File: src/rtl/rr_arb2_4.sv
// rr_arb2_4: round-robin arbiter/sequencer sharing one 2:1 mux datapath
// between requesters A and B, with a registered valid/ready output stage
// and a per-grant burst cap so neither side can starve the other.
module rr_arb2_4 #(
  parameter int WIDTH    = 4,
  parameter int MAXBURST = 4   // beats per grant, 1..15
) (
  input  logic             clk,
  input  logic             reset,
  input  logic             reqA,
  input  logic             lastA,
  input  logic [WIDTH-1:0] A,
  output logic             ackA,
  input  logic             reqB,
  input  logic             lastB,
  input  logic [WIDTH-1:0] B,
  output logic             ackB,
  output logic             s,
  output logic [WIDTH-1:0] Out,
  output logic             out_valid,
  input  logic             out_ready
);

  typedef enum logic [1:0] {
    IDLE    = 2'd0,
    SERVE_A = 2'd1,
    SERVE_B = 2'd2
  } state_t;

  localparam logic [3:0] CNT_MAX = 4'(MAXBURST);

  state_t           state;
  logic             prio;      // 0: A wins a tie, 1: B wins a tie
  logic [3:0]       cnt;       // beats accepted in the current grant

  logic             free;
  logic             accept;
  logic             last_sel;
  logic             burst_end;
  logic [3:0]       cnt_inc;
  logic [WIDTH-1:0] mux_out;

  // Shared mux, handshake acks and burst-end detection.
  // NOTE: every always_comb output gets a value on every path (here by
  // unconditional assignment), otherwise synthesis infers a latch.
  always_comb begin
    mux_out   = s ? B : A;
    free      = !out_valid || out_ready;
    // s always names the served requester, so acks can be qualified by state alone.
    ackA      = !reset && (state == SERVE_A) && reqA && free;
    ackB      = !reset && (state == SERVE_B) && reqB && free;
    accept    = ackA || ackB;
    last_sel  = s ? lastB : lastA;
    cnt_inc   = cnt + 4'd1;
    burst_end = accept && (last_sel || (cnt_inc == CNT_MAX));
  end

  // Arbitration FSM together with its registered select, output stage and counters.
  // NOTE: sequential state uses non-blocking assignments so every register
  // samples the pre-edge values of the others, independent of statement order.
  always_ff @(posedge clk) begin
    if (reset) begin
      state     <= IDLE;
      prio      <= 1'b0;
      cnt       <= 4'd0;
      s         <= 1'b0;
      Out       <= '0;
      out_valid <= 1'b0;
    end else begin
      // Output stage: a new beat wins over a drain in the same cycle.
      if (accept) begin
        Out       <= mux_out;
        out_valid <= 1'b1;
        cnt       <= cnt_inc;
      end else if (out_valid && out_ready) begin
        out_valid <= 1'b0;
      end

      unique case (state)
        IDLE: begin
          if (reqA && (!reqB || !prio)) begin
            state <= SERVE_A;
            s     <= 1'b0;
            cnt   <= 4'd0;
          end else if (reqB) begin
            state <= SERVE_B;
            s     <= 1'b1;
            cnt   <= 4'd0;
          end
        end
        SERVE_A: begin
          if (!reqA) begin
            // Requester walked away mid-burst: release the datapath.
            state <= IDLE;
            prio  <= ~prio;
          end else if (burst_end) begin
            state <= IDLE;
            prio  <= 1'b1;
          end
        end
        SERVE_B: begin
          if (!reqB) begin
            state <= IDLE;
            prio  <= ~prio;
          end else if (burst_end) begin
            state <= IDLE;
            prio  <= 1'b0;
          end
        end
        default: state <= IDLE;
      endcase
    end
  end

endmodule
File: config.mk
export PLATFORM = sky130hd
export DESIGN_NAME = rr_arb2_4
export DESIGN_NICKNAME = d
export VERILOG_FILES = /design/src/rtl/rr_arb2_4.sv
export SDC_FILE = /design/constraint.sdc
export NUM_CORES = 1
export LEC_CHECK = 0
export BUFFER_PORTS_ARGS = -buffer_cell sky130_fd_sc_hd__clkbuf_2
export CAP_MARGIN = 40
export CORE_MARGIN = 2
export CORE_UTILIZATION = 48
export DETAILED_ROUTE_END_ITERATION = 16
export GPL_TIMING_DRIVEN = 0
export PLACE_DENSITY = 0.83
export SETUP_SLACK_MARGIN = 0.4
export SYNTH_ARGS = -nofsm -noshare
export SYNTH_HDL_FRONTEND = slang
export SYNTH_SLANG_ARGS = --single-unit
File: constraint.sdc
create_clock -name clk -period 1.7 [get_ports clk]
set_input_delay 0.34 -clock clk [delete_from_list [all_inputs] [get_ports clk]]
set_output_delay 0.34 -clock clk [all_outputs]
set_load 0.02 [all_outputs]
# Word level (Yosys, flattened, before mapping)
# Cells that the tools add are included.
# word_totals
register_bits	13
input_bits	15
out_inout_bits	8
elab_cells	58
# op_classes
add_sub_neg	1
eq_ne	6
muxes	21
n_bitwise	1
n_reduce_logical	23
# op_table
operator	n
$mux W4	5
$mux W2	5
$logic_and A1 B1 Y1	9
$mux W1	9
$ne A3 B3 Y1 const B	3
$pmux W2 S3	1
$reduce_bool A2 Y1	3
$add A4 B1 Y4 const B	1
$eq A4 B3 Y1 const B	1
$logic_not A1 Y1	4
$logic_or A1 B1 Y1	4
$reduce_and A3 Y1	1
$eq A2 B1 Y1 const B	1
$eq A2 B2 Y1 const B	1
$logic_not A2 Y1	1
$pmux W1 S2	1
$reduce_and A2 Y1	1
$not A1 Y1	1

# Logic depth before layout (Yosys ltp)
# Gate-level depths: netlist of the first run.
# logic_depth
depth_word	9
ltp_mapped	5
mapped_depth_nobuf	5

# Worst setup path before layout of the first run
# OpenSTA, ideal clock, no wires.
# synth_timing
path_kind	register -> register
from	register cnt[0]
to	register state[0]
setup_time_ps	132
t_arrival_ps	1314
required_time_ps	1568
slack_ps	254
path_stages_with_launch	6
n_path_buf	0
period_less_slack_ps	1446
cell_sequence	dfxtp_1 -> ha_1 -> or3b_1 -> a211o_1 -> a32oi_1 -> nor2_1
# synth_via
elab_chain_cells	7
word_cells_on_any_way	8
classes_between	add/sub (1); eq/ne (1); mux (4); reduce/logical (2)
# synth_rtl
item	line_no	source
start, declared	34	logic [3:0] cnt;
start signal, assigned	74	cnt <= cnt_inc;
$add A4 B1 Y4 (*)	54	cnt_inc = cnt + 4'd1;
$eq A4 B3 Y1 (*)	55	burst_end = accept && (last_sel || (cnt_inc == CNT_MAX));
$logic_or A1 B1 Y1 (*)	55	
$logic_and A1 B1 Y1 (*)	55	
$mux W2 (*)	n/a	
$mux W2, on equally long branches	n/a	
$pmux W2 S3 (*)	n/a	
end signal, assigned	63	state <= IDLE;
end signal, assigned	82	state <= SERVE_A;
end signal, assigned	86	state <= SERVE_B;
end, declared	32	state_t state;
# Mark *: on every way between the ends. The rest lies on a longest branch, timed or not.
# A chain may end at the register's enable or synchronous reset.

# Worst setup path in the final report of the first run
# layout_timing
from	register cnt[1]
to	register state[0]
# The elaborated chain is that of the path after synthesis.

==> results of run 1 <==
[worst max-delay path: stages, from the launching register on]
cell and delay [ns]:
sky130_fd_sc_hd__dfxtp_2 0.36, sky130_fd_sc_hd__ha_4 0.13, sky130_fd_sc_hd__or3b_1 0.34, sky130_fd_sc_hd__a211o_1 0.32, sky130_fd_sc_hd__a32oi_1 0.17, sky130_fd_sc_hd__nor2_1 0.05
[layout by cell type, fill, tap and decap left out, types with 2 or more instances in the layout]
master and instances:
sky130_fd_sc_hd__a211oi_2 4, sky130_fd_sc_hd__nand4_1 2, sky130_fd_sc_hd__clkbuf_1 2, sky130_fd_sc_hd__clkbuf_2 20
sky130_fd_sc_hd__dfxtp_2 3, sky130_fd_sc_hd__mux2i_1 8, sky130_fd_sc_hd__buf_6 4, sky130_fd_sc_hd__buf_4 8
sky130_fd_sc_hd__nor2_1 9, sky130_fd_sc_hd__nand2b_1 4, sky130_fd_sc_hd__dfxtp_4 2, sky130_fd_sc_hd__nand3b_4 2
sky130_fd_sc_hd__nand2_1 6, sky130_fd_sc_hd__a211o_1 2, sky130_fd_sc_hd__dfxtp_1 8, sky130_fd_sc_hd__clkbuf_4 3
sky130_fd_sc_hd__a21oi_1 4, sky130_fd_sc_hd__nand3_1 2
[routing by layer]
metal  vias up  wire length [um]  part of all wire [%]  GRT usage (%)
li1        345                 -                     -              -
met1       302               739                    45           22.1
met2        26               782                    47           33.0
met3         4               112                   6.8           4.68
met4         0                18                   1.1           6.25
met5         -                 0                     0              0
[what timing repair did]
| action | CTS | global route |
|---|---|---|
| setup buffers | 5 | 3 |
| gates cloned | 1 | 0 |
| endpoints found under the setup margin | 11 | 13 |
| pin swaps | 7 | 7 |
| gates resized for setup | 9 | 9 |
[cell type report]
class	instances	share of cell area, %
well taps	15	1.88
flip-flops and latches	13	27.2
plain buffers	3	2.00
multi-input cells	58	46.6
clock buffers	4	2.63
inverters	1	0.375
repair buffers	31	19.4
[worst max path at each step]
stage | from | to | slack [ns] | cells after the start
finish | cnt[1] | state[0] | 0.20 | 5
global route | cnt[1] | state[0] | 0.16 | 5
CTS | cnt[1] | state[0] | 0.16 | 5
detailed placement | cnt[1] | state[0] | 0.17 | 5
global placement | cnt[1] | state[0] | 0.18 | 5
floorplan | cnt[1] | state[0] | 0.28 | 5
[logic make-up after synthesis]
family	count (synthesis)
AO/OA/AOI/OAI	16
buffers and inverters	4
XOR/XNOR	1
multiplexers	8
flip-flops	13
AND/OR/NAND/NOR	32
adder cells (fa/ha/maj)	1
[where the power goes]
group / switching, mW / internal (mW)
clock: 0.104 / 0.0910
sequential: 0.0185 / 0.322
combinational: 0.0925 / 0.0884
[sequential cells by signal (all words and copies together) (netlist names)]
register / cells
prio: 1
out_valid: 1
state: 2
Out: 4
s: 1
cnt: 4
==> out/results.ini, run 1 <==
[setup_path]
cp.arrival_ns = 1.65
r2r.worst_path.cells = 5
worst-path-max-fanout = 4
timing.critical_path.required_ns = 1.85
worst-r2r-setup-slack_ns = 0.20
criticalPathCategory = reg2reg
r2r_start = cnt[1]
critical_path.startpoint_type = flip-flop
endpoint_type_of_the_worst_setup_path = flip-flop
reg2reg_to = state[0]

[routing]
detailedRoute.firstPassIterationCount = 4
detail_route_antenna_nets = 0
avgRoutedWirePerCell_um = 13.2
detail_route.drc_violations = 0
postRouteWirelength_mm = 1.65
detailroute.via_count = 677
post_drt_via_cell_ratio = 5.42
drt-initial-drc-count = 14

[timing]
hold_viol_final = 0
rsz_0062_raised_after_global_routing = yes
totalNegativeSetupSlack_ns = 0
layout_min_cycle_time_ns = 1.50
max_slew.worst_pin.slew_ns = 0.525
fmax_mhz = 668
worst_slew_margin_rel_pct = 65.0
finalHoldWorstSlack_ns = 0.413
finClkSkew_ns = 0.00527
layout_worst_path_cycle_share_pct = 88.1
layout_setup_ws_ns = 0.203
final-setup-viol-count = 0
number_of_pins_with_negative_max_slew_slack_in_the_final_report = 0

[logic_synthesis]
yosys.cell_count.top_type = sky130_fd_sc_hd__dfxtp_1
ffs_latches_synth = 13
yosys.area_share.simple_pct = 26.7
synth_warnings = 0
syn-mean-instance-area_um2 = 9.63
synth.mux.area_fraction_pct = 11.1
synth_common_cells = sky130_fd_sc_hd__dfxtp_1 (13), sky130_fd_sc_hd__nor2_1 (10), sky130_fd_sc_hd__mux2i_1 (8)
synth_xor_xnor_area_share_pct = 1.21
synth_area_in_compound_gates_pct = 19.9
synth_cells = 75
proportion_of_netlist_area_held_by_the_largest_area_contributor_pct = 36.0
post_synth_arst_share_pct = 0
post-synth-top-area-cell = sky130_fd_sc_hd__dfxtp_1
number_of_enable_type_register_cells_in_the_synthesized_netlist = 0
synth_nets = 91
synth_ff_type = sky130_fd_sc_hd__dfxtp_1
synth.distinct_cells = 29
yosysSeqAreaShare_pct = 36.0
synth.top_cells.by_area = sky130_fd_sc_hd__dfxtp_1 (36%), sky130_fd_sc_hd__mux2i_1 (11%), sky130_fd_sc_hd__a211oi_2 (6.9%)
synth-adder-area-share_pct = 1.73
synthesis.area_um2 = 722
synth_top_family_by_area = simple AND/OR/NAND/NOR gates

[clock_network]
tritoncts_clock_tree = yes
cts_root_buf = sky130_fd_sc_hd__clkbuf_4
htree_levels = 1
cts_hold_buf = 0
cts.sink_count = 13
clock_latency_ns = 0.28
clk_pin_slew_ns = 0.08
cts_inserted_buffers = 3
clock_path_buffers = 2

[hold_path]
min_from = A[3]
whs_endpoint = Out[3]
timing.hold.worst.class = in2reg
worstHoldPathCells = 3

[final_layout]
ff_latch_area_um2 = 272
stdcell_count = 125
drive_gt1_share_pct = 49.1
layout-area-overhead-vs-synth_pct = 38.5
finish.instance_area_um2 = 1000
multi_input_comb_area_um2 = 465
fin_util_pct = 74.1
num_antenna_cells = 0
num-fill-cells = 101
finalNetCount = 127

[global_routing]
grt_pass1_vias = 647
grt_start_max_net_pins = 11
grt_pass1_wl_mm = 2.68
grt_usage_pct = 18.9
grt_overflow_total = 0
grt_antenna_before_repair = 0

[die]
dieArea_um2 = 1830
start_util_pct = 53.5
core_region_area_um2 = 1350
die_x_um = 42.8
floorplan.die.height_um = 42.8
placement_rows = 13
pin_count = 23

[status]
status = finished clean

[placed_design]
gpl.final_weighted_congestion = 0.813
hpwl_mm = 1.07
placement.cell_area_um2 = 853
port_buffer_count = 22
number_of_placed_instances_with_taps_included = 112
post-place-ws_ns = 0.169

[job]
max_cap_violations = 0

[pwr]
totalPowerFinal_uw = 717
power_density_nw_per_um2 = 717
peakVddDrop_mv = 0.372
leakage_nw = 0.456

(Power assumes the default switching activity.)
==> run 2: changes to the inputs <==
--- a/config.mk
+++ b/config.mk
@@ -11,7 +11,7 @@
 export CORE_UTILIZATION = 48
 export DETAILED_ROUTE_END_ITERATION = 16
 export GPL_TIMING_DRIVEN = 0
-export PLACE_DENSITY = 0.83
+export PLACE_DENSITY = 0.76
 export SETUP_SLACK_MARGIN = 0.4
 export SYNTH_ARGS = -nofsm -noshare
 export SYNTH_HDL_FRONTEND = slang
==> run 2 against run 1 <==
  * Design area is 2.4% higher
  * Total power is 0.72% higher
  * Clock power is 4% lower
  * Global-route usage is 2.1 points higher
  * Largest cell class unchanged
  * Final cell count is 0.80% higher
  * Die area stayed put
  * Combinational power is 6% higher
  * Non-clock buffer count is 1 higher
==> out/results.ini, run 2 (same netlist as run 1, synthesis figures left out) <==
[status]
status = finished clean  ; unchanged

[clock_network]
clock_path_buffers = 2  ; unchanged
clk_pin_slew_ns = 0.08  ; about the same
htree_levels = 1  ; unchanged
cts_hold_buf = 0  ; unchanged
cts.sink_count = 13  ; unchanged
cts_root_buf = sky130_fd_sc_hd__clkbuf_4  ; unchanged
tritoncts_clock_tree = yes  ; unchanged
cts_inserted_buffers = 3  ; unchanged
clock_latency_ns = 0.27  ; was 0.28 ns

[routing]
detailroute.wirelength.met2_um = 965  ; was 782 um
post_drt_via_cell_ratio = 5.35  ; was 5.42
detail_route.drc_violations = 0  ; unchanged
drt-initial-drc-count = 4  ; was 14
postRouteWirelength_mm = 1.79  ; was 1.65 mm
detail_route_antenna_nets = 0  ; unchanged
met3_wirelength_um = 86  ; was 112 um
detailroute.via_count = 674  ; was 677
detailedRoute.firstPassIterationCount = 4  ; unchanged
detail_route.wirelength.met1_um = 742  ; was 739 um
avgRoutedWirePerCell_um = 14.2  ; was 13.2 um
highest-signal-layer = met3  ; was met4

[setup_path]
cp.arrival_ns = 1.62  ; was 1.65 ns
criticalPathCategory = reg2reg  ; unchanged
critical-path-max-stage-delay_ns = 0.36  ; about the same
reg2reg_to = state[0]  ; unchanged
timing.critical_path.required_ns = 1.85  ; about the same
r2r_start = cnt[0]  ; was cnt[1]
endpoint_type_of_the_worst_setup_path = flip-flop  ; unchanged
critical_path.startpoint_type = flip-flop  ; unchanged
r2r.worst_path.cells = 5  ; unchanged
worst_path_max_delay_cell = sky130_fd_sc_hd__dfxtp_2  ; unchanged
cp_cell_sequence = ha_4, or3b_1, a211o_1, a32oi_1, nor2_1  ; unchanged
worst-r2r-setup-slack_ns = 0.23  ; was 0.20 ns
worst-path-max-fanout = 4  ; unchanged

[final_layout]
layout.cells.most_common_list = sky130_fd_sc_hd__clkbuf_2 (20), sky130_fd_sc_hd__dfxtp_1 (8), sky130_fd_sc_hd__mux2i_1 (8), sky130_fd_sc_hd__buf_4 (8)  ; was sky130_fd_sc_hd__clkbuf_2 (20), sky130_fd_sc_hd__nor2_1 (9), sky130_fd_sc_hd__dfxtp_1 (8), sky130_fd_sc_hd__mux2i_1 (8), sky130_fd_sc_hd__buf_4 (8)
fin_util_pct = 75.8  ; was 74.1%
top_regs = Out x4, cnt x4, state x2  ; unchanged
layout_commonest_cell = sky130_fd_sc_hd__clkbuf_2  ; unchanged
finalNetCount = 128  ; was 127
finish.instance_area_um2 = 1020  ; was 1000 um2
stdcell_count = 126  ; was 125
num_antenna_cells = 0  ; unchanged
drive_gt1_share_pct = 53.2  ; was 49.1%
layout-area-overhead-vs-synth_pct = 41.8  ; was 38.5%

[die]
die_x_um = 42.8  ; unchanged
placement_rows = 13  ; unchanged
dieArea_um2 = 1830  ; unchanged
floorplan.die.height_um = 42.8  ; unchanged
pin_count = 23  ; unchanged
core_region_area_um2 = 1350  ; unchanged
start_util_pct = 53.5  ; unchanged

[timing]
layout_setup_ws_ns = 0.227  ; was 0.203 ns
final-setup-viol-count = 0  ; unchanged
layout_min_cycle_time_ns = 1.47  ; was 1.50 ns
finalHoldWorstSlack_ns = 0.384  ; was 0.413 ns
totalNegativeSetupSlack_ns = 0  ; unchanged
rsz_0062_raised_after_global_routing = yes  ; unchanged
layout_worst_path_cycle_share_pct = 86.7  ; was 88.1%
worst_slew_margin_rel_pct = 63.9  ; was 65.0%
number_of_pins_with_negative_max_slew_slack_in_the_final_report = 0  ; unchanged
max_slew.worst_pin.slew_ns = 0.541  ; was 0.525 ns
fmax_mhz = 679  ; was 668 MHz
finClkSkew_ns = 0.00635  ; was 0.00527 ns
hold_viol_final = 0  ; unchanged

[pwr]
power_density_nw_per_um2 = 706  ; was 717 nW/um2
leakage_nw = 0.472  ; was 0.456 nW
power_switching_uw = 213  ; was 215 uW
share_comb_of_total_power_pct = 26.4  ; was 25.2%
peakVddDrop_mv = 0.528  ; was 0.372 mV
seq_power_share_pct = 47.7  ; was 47.6%
internal_power_uw = 509  ; was 502 uW
totalPowerFinal_uw = 722  ; was 717 uW
power_switching_share_pct = 29.5  ; was 30.0%
clockPowerShare_pct = 26.0  ; was 27.2%

[placed_design]
gpl.final_weighted_congestion = 0.757  ; was 0.813
number_of_placed_instances_with_taps_included = 112  ; unchanged
hpwl_mm = 1.21  ; was 1.07 mm
post-place-ws_ns = 0.161  ; was 0.169 ns
port_buffer_count = 22  ; unchanged
placement.cell_area_um2 = 853  ; unchanged

[global_routing]
grt_pass1_vias = 686  ; was 647
grt_pass1_wl_mm = 2.88  ; was 2.68 mm
grt_start_max_net_pins = 11  ; unchanged
grt_antenna_before_repair = 0  ; unchanged
grt_overflow_total = 0  ; unchanged
grt_usage_pct = 21.0  ; was 18.9%

[hold_path]
whs_endpoint = out_valid  ; was Out[3]
min_from = out_ready  ; was A[3]
timing.hold.worst.class = in2reg  ; unchanged
worstHoldPathCells = 3  ; unchanged

[job]
max_cap_violations = 0  ; unchanged

-- run 2: cell count changes in the layout (fill, tap and decap cells not counted), sizes merged --
cell	previous run	this run
buf	13	14
-- run 2: power by group through the flow --
stage	sequential, mW	combinational, mW	clock, mW
2_1_floorplan	0.357	0.0991	0
3_3_place_gp	0.348	0.154	0
3_5_place_dp	0.349	0.158	0
4_1_cts	0.342	0.178	0.195
5_1_grt	0.347	0.206	0.212
6_report	0.344	0.191	0.187
-- run 2: how the worst max path moves through the flow --
| stage | startpoint | to | depth (start not counted) | slack, ns |
|---|---|---|---|---|
| 2_1_floorplan | cnt[1] | state[0] | 5 | 0.28 |
| 3_3_place_gp | cnt[1] | state[0] | 5 | 0.20 |
| 3_5_place_dp | reqA | cnt[1] | 6 | 0.16 |
| 4_1_cts | state[1] | ackA | 3 | 0.22 |
| 5_1_grt | state[1] | ackA | 3 | 0.14 |
| 6_report | cnt[0] | state[0] | 5 | 0.23 |
-- run 2: routing by layer --
layer	global-route usage (%)	vias to the layer above
met3	7.66	0
li1	-	340
met4	1.88	0
met2	39.7	16
met1	22.7	318
met5	0	-
-- run 2: timing repair --
action,CTS,global route
setup endpoints to repair,12,13
pin swaps,5,3
gates cloned,1,0
gates resized for setup,11,11
setup buffers,6,3
-- run 2: cell type report --
class / instances / area, um2
plain buffers: 3 / 20.0
clock buffers: 4 / 26.3
fillers: 97 / 327
inverters: 1 / 3.75
multi-input cells: 58 / 480
flip-flops and latches: 13 / 269
well taps: 15 / 18.8
repair buffers: 32 / 205
-- run 2: critical path: cells and delay by family, from the launching register on --
kind	cells	cell delay (ns)
AOI/OAI and AO/OA	2	0.48
adders and majority gates	1	0.13
DFF	1	0.36
and+or+nand+nor	2	0.38
==> run 3: changes to the inputs <==
--- a/config.mk
+++ b/config.mk
@@ -11,7 +11,7 @@
 export CORE_UTILIZATION = 48
 export DETAILED_ROUTE_END_ITERATION = 16
 export GPL_TIMING_DRIVEN = 0
-export PLACE_DENSITY = 0.76
+export PLACE_DENSITY = 0.77
 export SETUP_SLACK_MARGIN = 0.4
 export SYNTH_ARGS = -nofsm -noshare
 export SYNTH_HDL_FRONTEND = slang
==> run 3 against run 2 <==
  * Clock power hardly changed
  * Register-to-register slack worse by 0.07 ns
  * Die area stayed put
  * Combinational power hardly changed
  * Non-clock buffer count is 1 higher
  * Clock skew is 0.0011 ns lower
  * Largest power group unchanged
  * Flip-flop and latch count stayed put
  * Via count is 2.4% higher
==> out/results.ini, run 3 (same netlist as run 1, synthesis figures left out) <==
[status]
status = finished clean  ; unchanged

[setup_path]
endpoint_type_of_the_worst_setup_path = flip-flop  ; unchanged
worst-r2r-setup-slack_ns = 0.16  ; was 0.23 ns
criticalPathCategory = reg2reg  ; unchanged
critical_path.startpoint_type = flip-flop  ; unchanged
worst-path-max-fanout = 4  ; unchanged
timing.critical_path.required_ns = 1.84  ; was 1.85 ns
reg2reg_to = state[0]  ; unchanged
critical_path.startpoint = cnt[0]  ; unchanged
r2r.worst_path.cells = 5  ; unchanged
r2r_start = cnt[0]  ; unchanged
cp.arrival_ns = 1.68  ; was 1.62 ns

[global_routing]
grt_usage_pct = 20.6  ; was 21.0%
grt_overflow_total = 0  ; unchanged
grt_antenna_before_repair = 0  ; unchanged
grt_pass1_vias = 648  ; was 686
grt_start_max_net_pins = 11  ; unchanged
grt_pass1_wl_mm = 2.83  ; was 2.88 mm

[die]
start_util_pct = 53.5  ; unchanged
die_x_um = 42.8  ; unchanged
pin_count = 23  ; unchanged
dieArea_um2 = 1830  ; unchanged
core_region_area_um2 = 1350  ; unchanged
floorplan.die.height_um = 42.8  ; unchanged
placement_rows = 13  ; unchanged

[pwr]
peakVddDrop_mv = 0.564  ; was 0.528 mV
power_density_nw_per_um2 = 719  ; was 706 nW/um2
leakage_nw = 0.468  ; was 0.472 nW
totalPowerFinal_uw = 718  ; was 722 uW

[clock_network]
cts.sink_count = 13  ; unchanged
cts_inserted_buffers = 3  ; unchanged
cts_root_buf = sky130_fd_sc_hd__clkbuf_4  ; unchanged
cts_hold_buf = 0  ; unchanged
clock_path_buffers = 2  ; unchanged
tritoncts_clock_tree = yes  ; unchanged
clock_latency_ns = 0.27  ; about the same
clk_pin_slew_ns = 0.08  ; about the same
htree_levels = 1  ; unchanged

[routing]
detailedRoute.firstPassIterationCount = 4  ; unchanged
drt-initial-drc-count = 10  ; was 4
detail_route.drc_violations = 0  ; unchanged
detailroute.via_count = 690  ; was 674
avgRoutedWirePerCell_um = 13.9  ; was 14.2 um
postRouteWirelength_mm = 1.77  ; was 1.79 mm
detail_route_antenna_nets = 0  ; unchanged
post_drt_via_cell_ratio = 5.43  ; was 5.35

[placed_design]
number_of_placed_instances_with_taps_included = 112  ; unchanged
gpl.final_weighted_congestion = 0.718  ; was 0.757
hpwl_mm = 1.20  ; was 1.21 mm
placement.cell_area_um2 = 853  ; unchanged
port_buffer_count = 22  ; unchanged

[timing]
totalNegativeSetupSlack_ns = 0  ; unchanged
worst_slew_margin_rel_pct = 63.3  ; was 63.9%
max_slew.worst_pin.slew_ns = 0.551  ; was 0.541 ns
layout_min_cycle_time_ns = 1.54  ; was 1.47 ns
hold_viol_final = 0  ; unchanged
final-setup-viol-count = 0  ; unchanged
rsz_0062_raised_after_global_routing = yes  ; unchanged
finClkSkew_ns = 0.00526  ; was 0.00635 ns
fmax_mhz = 648  ; was 679 MHz
finalHoldWorstSlack_ns = 0.404  ; was 0.384 ns
number_of_pins_with_negative_max_slew_slack_in_the_final_report = 0  ; unchanged
layout_worst_path_cycle_share_pct = 90.8  ; was 86.7%

[final_layout]
drive_gt1_share_pct = 49.1  ; was 53.2%
finish.instance_area_um2 = 998  ; was 1020 um2
finalNetCount = 129  ; was 128
num-fill-cells = 96  ; was 97
ff_latch_area_um2 = 270  ; was 269 um2
stdcell_count = 127  ; was 126
multi_input_comb_area_um2 = 450  ; was 480 um2
layout.cells.most_common_list = sky130_fd_sc_hd__clkbuf_2 (20), sky130_fd_sc_hd__dfxtp_1 (9), sky130_fd_sc_hd__nor2_1 (9), sky130_fd_sc_hd__buf_4 (9), sky130_fd_sc_hd__mux2i_1 (8)  ; was sky130_fd_sc_hd__clkbuf_2 (20), sky130_fd_sc_hd__dfxtp_1 (8), sky130_fd_sc_hd__mux2i_1 (8), sky130_fd_sc_hd__buf_4 (8)
num_antenna_cells = 0  ; unchanged
layout-area-overhead-vs-synth_pct = 38.3  ; was 41.8%
top_regs = Out x4, cnt x4, state x2  ; unchanged
layout_commonest_cell = sky130_fd_sc_hd__clkbuf_2  ; unchanged

[hold_path]
timing.hold.worst.class = in2reg  ; unchanged
min_from = out_ready  ; unchanged
worstHoldPathCells = 3  ; unchanged
whs_endpoint = out_valid  ; unchanged

[job]
max_cap_violations = 0  ; unchanged

## run 3: layout make-up
| cell class | count | area share, % |
|---|---|---|
| clock buffer | 4 | 2.63 |
| inverter | 1 | 0.376 |
| multi-input combinational | 58 | 45.1 |
| sequential | 13 | 27.1 |
| timing repair buffer | 33 | 20.9 |
| tap | 15 | 1.88 |
| buffer | 3 | 2.01 |
## run 3: worst max path at each step
stage               end  cells past startpoint
2_1_floorplan  state[0]                      5
3_3_place_gp   state[0]                      5
3_5_place_dp   state[0]                      5
4_1_cts        state[0]                      5
5_1_grt        state[0]                      5
6_report       state[0]                      5
## run 3: worst max-delay path: stages, from the launching register on
cell	delay (ns)
sky130_fd_sc_hd__dfxtp_2	0.34
sky130_fd_sc_hd__ha_2	0.17
sky130_fd_sc_hd__or3b_1	0.34
sky130_fd_sc_hd__a211o_1	0.32
sky130_fd_sc_hd__a32oi_1	0.17
sky130_fd_sc_hd__nor2_1	0.07
## run 3: report_power, final
group | switching [mW] | internal, mW
Combinational | 0.0948 | 0.0938
Clock | 0.0981 | 0.0909
Sequential | 0.0180 | 0.322
## run 3: stage by stage
stage,setup slack [ns],util (%)
after global placement,0.201,63.2
final,0.156,74.0
after global routing,0.0922,74.0
after floorplan,0.282,-
after CTS,0.191,70.5
after detailed placement,0.170,63.2
## run 3: metal layers
| metal | global-route usage (%) | wire [um] |
|---|---|---|
| met5 | 0 | 0 |
| met4 | 5.63 | 15 |
| met3 | 7.66 | 70 |
| met2 | 37.3 | 982 |
| met1 | 22.0 | 698 |
## run 3: timing repair
item | in CTS | in global routing
resized for setup | 10 | 4
setup buffers | 5 | 5
setup endpoints to repair | 12 | 13
gates cloned | 1 | 0
pin swaps | 4 | 4
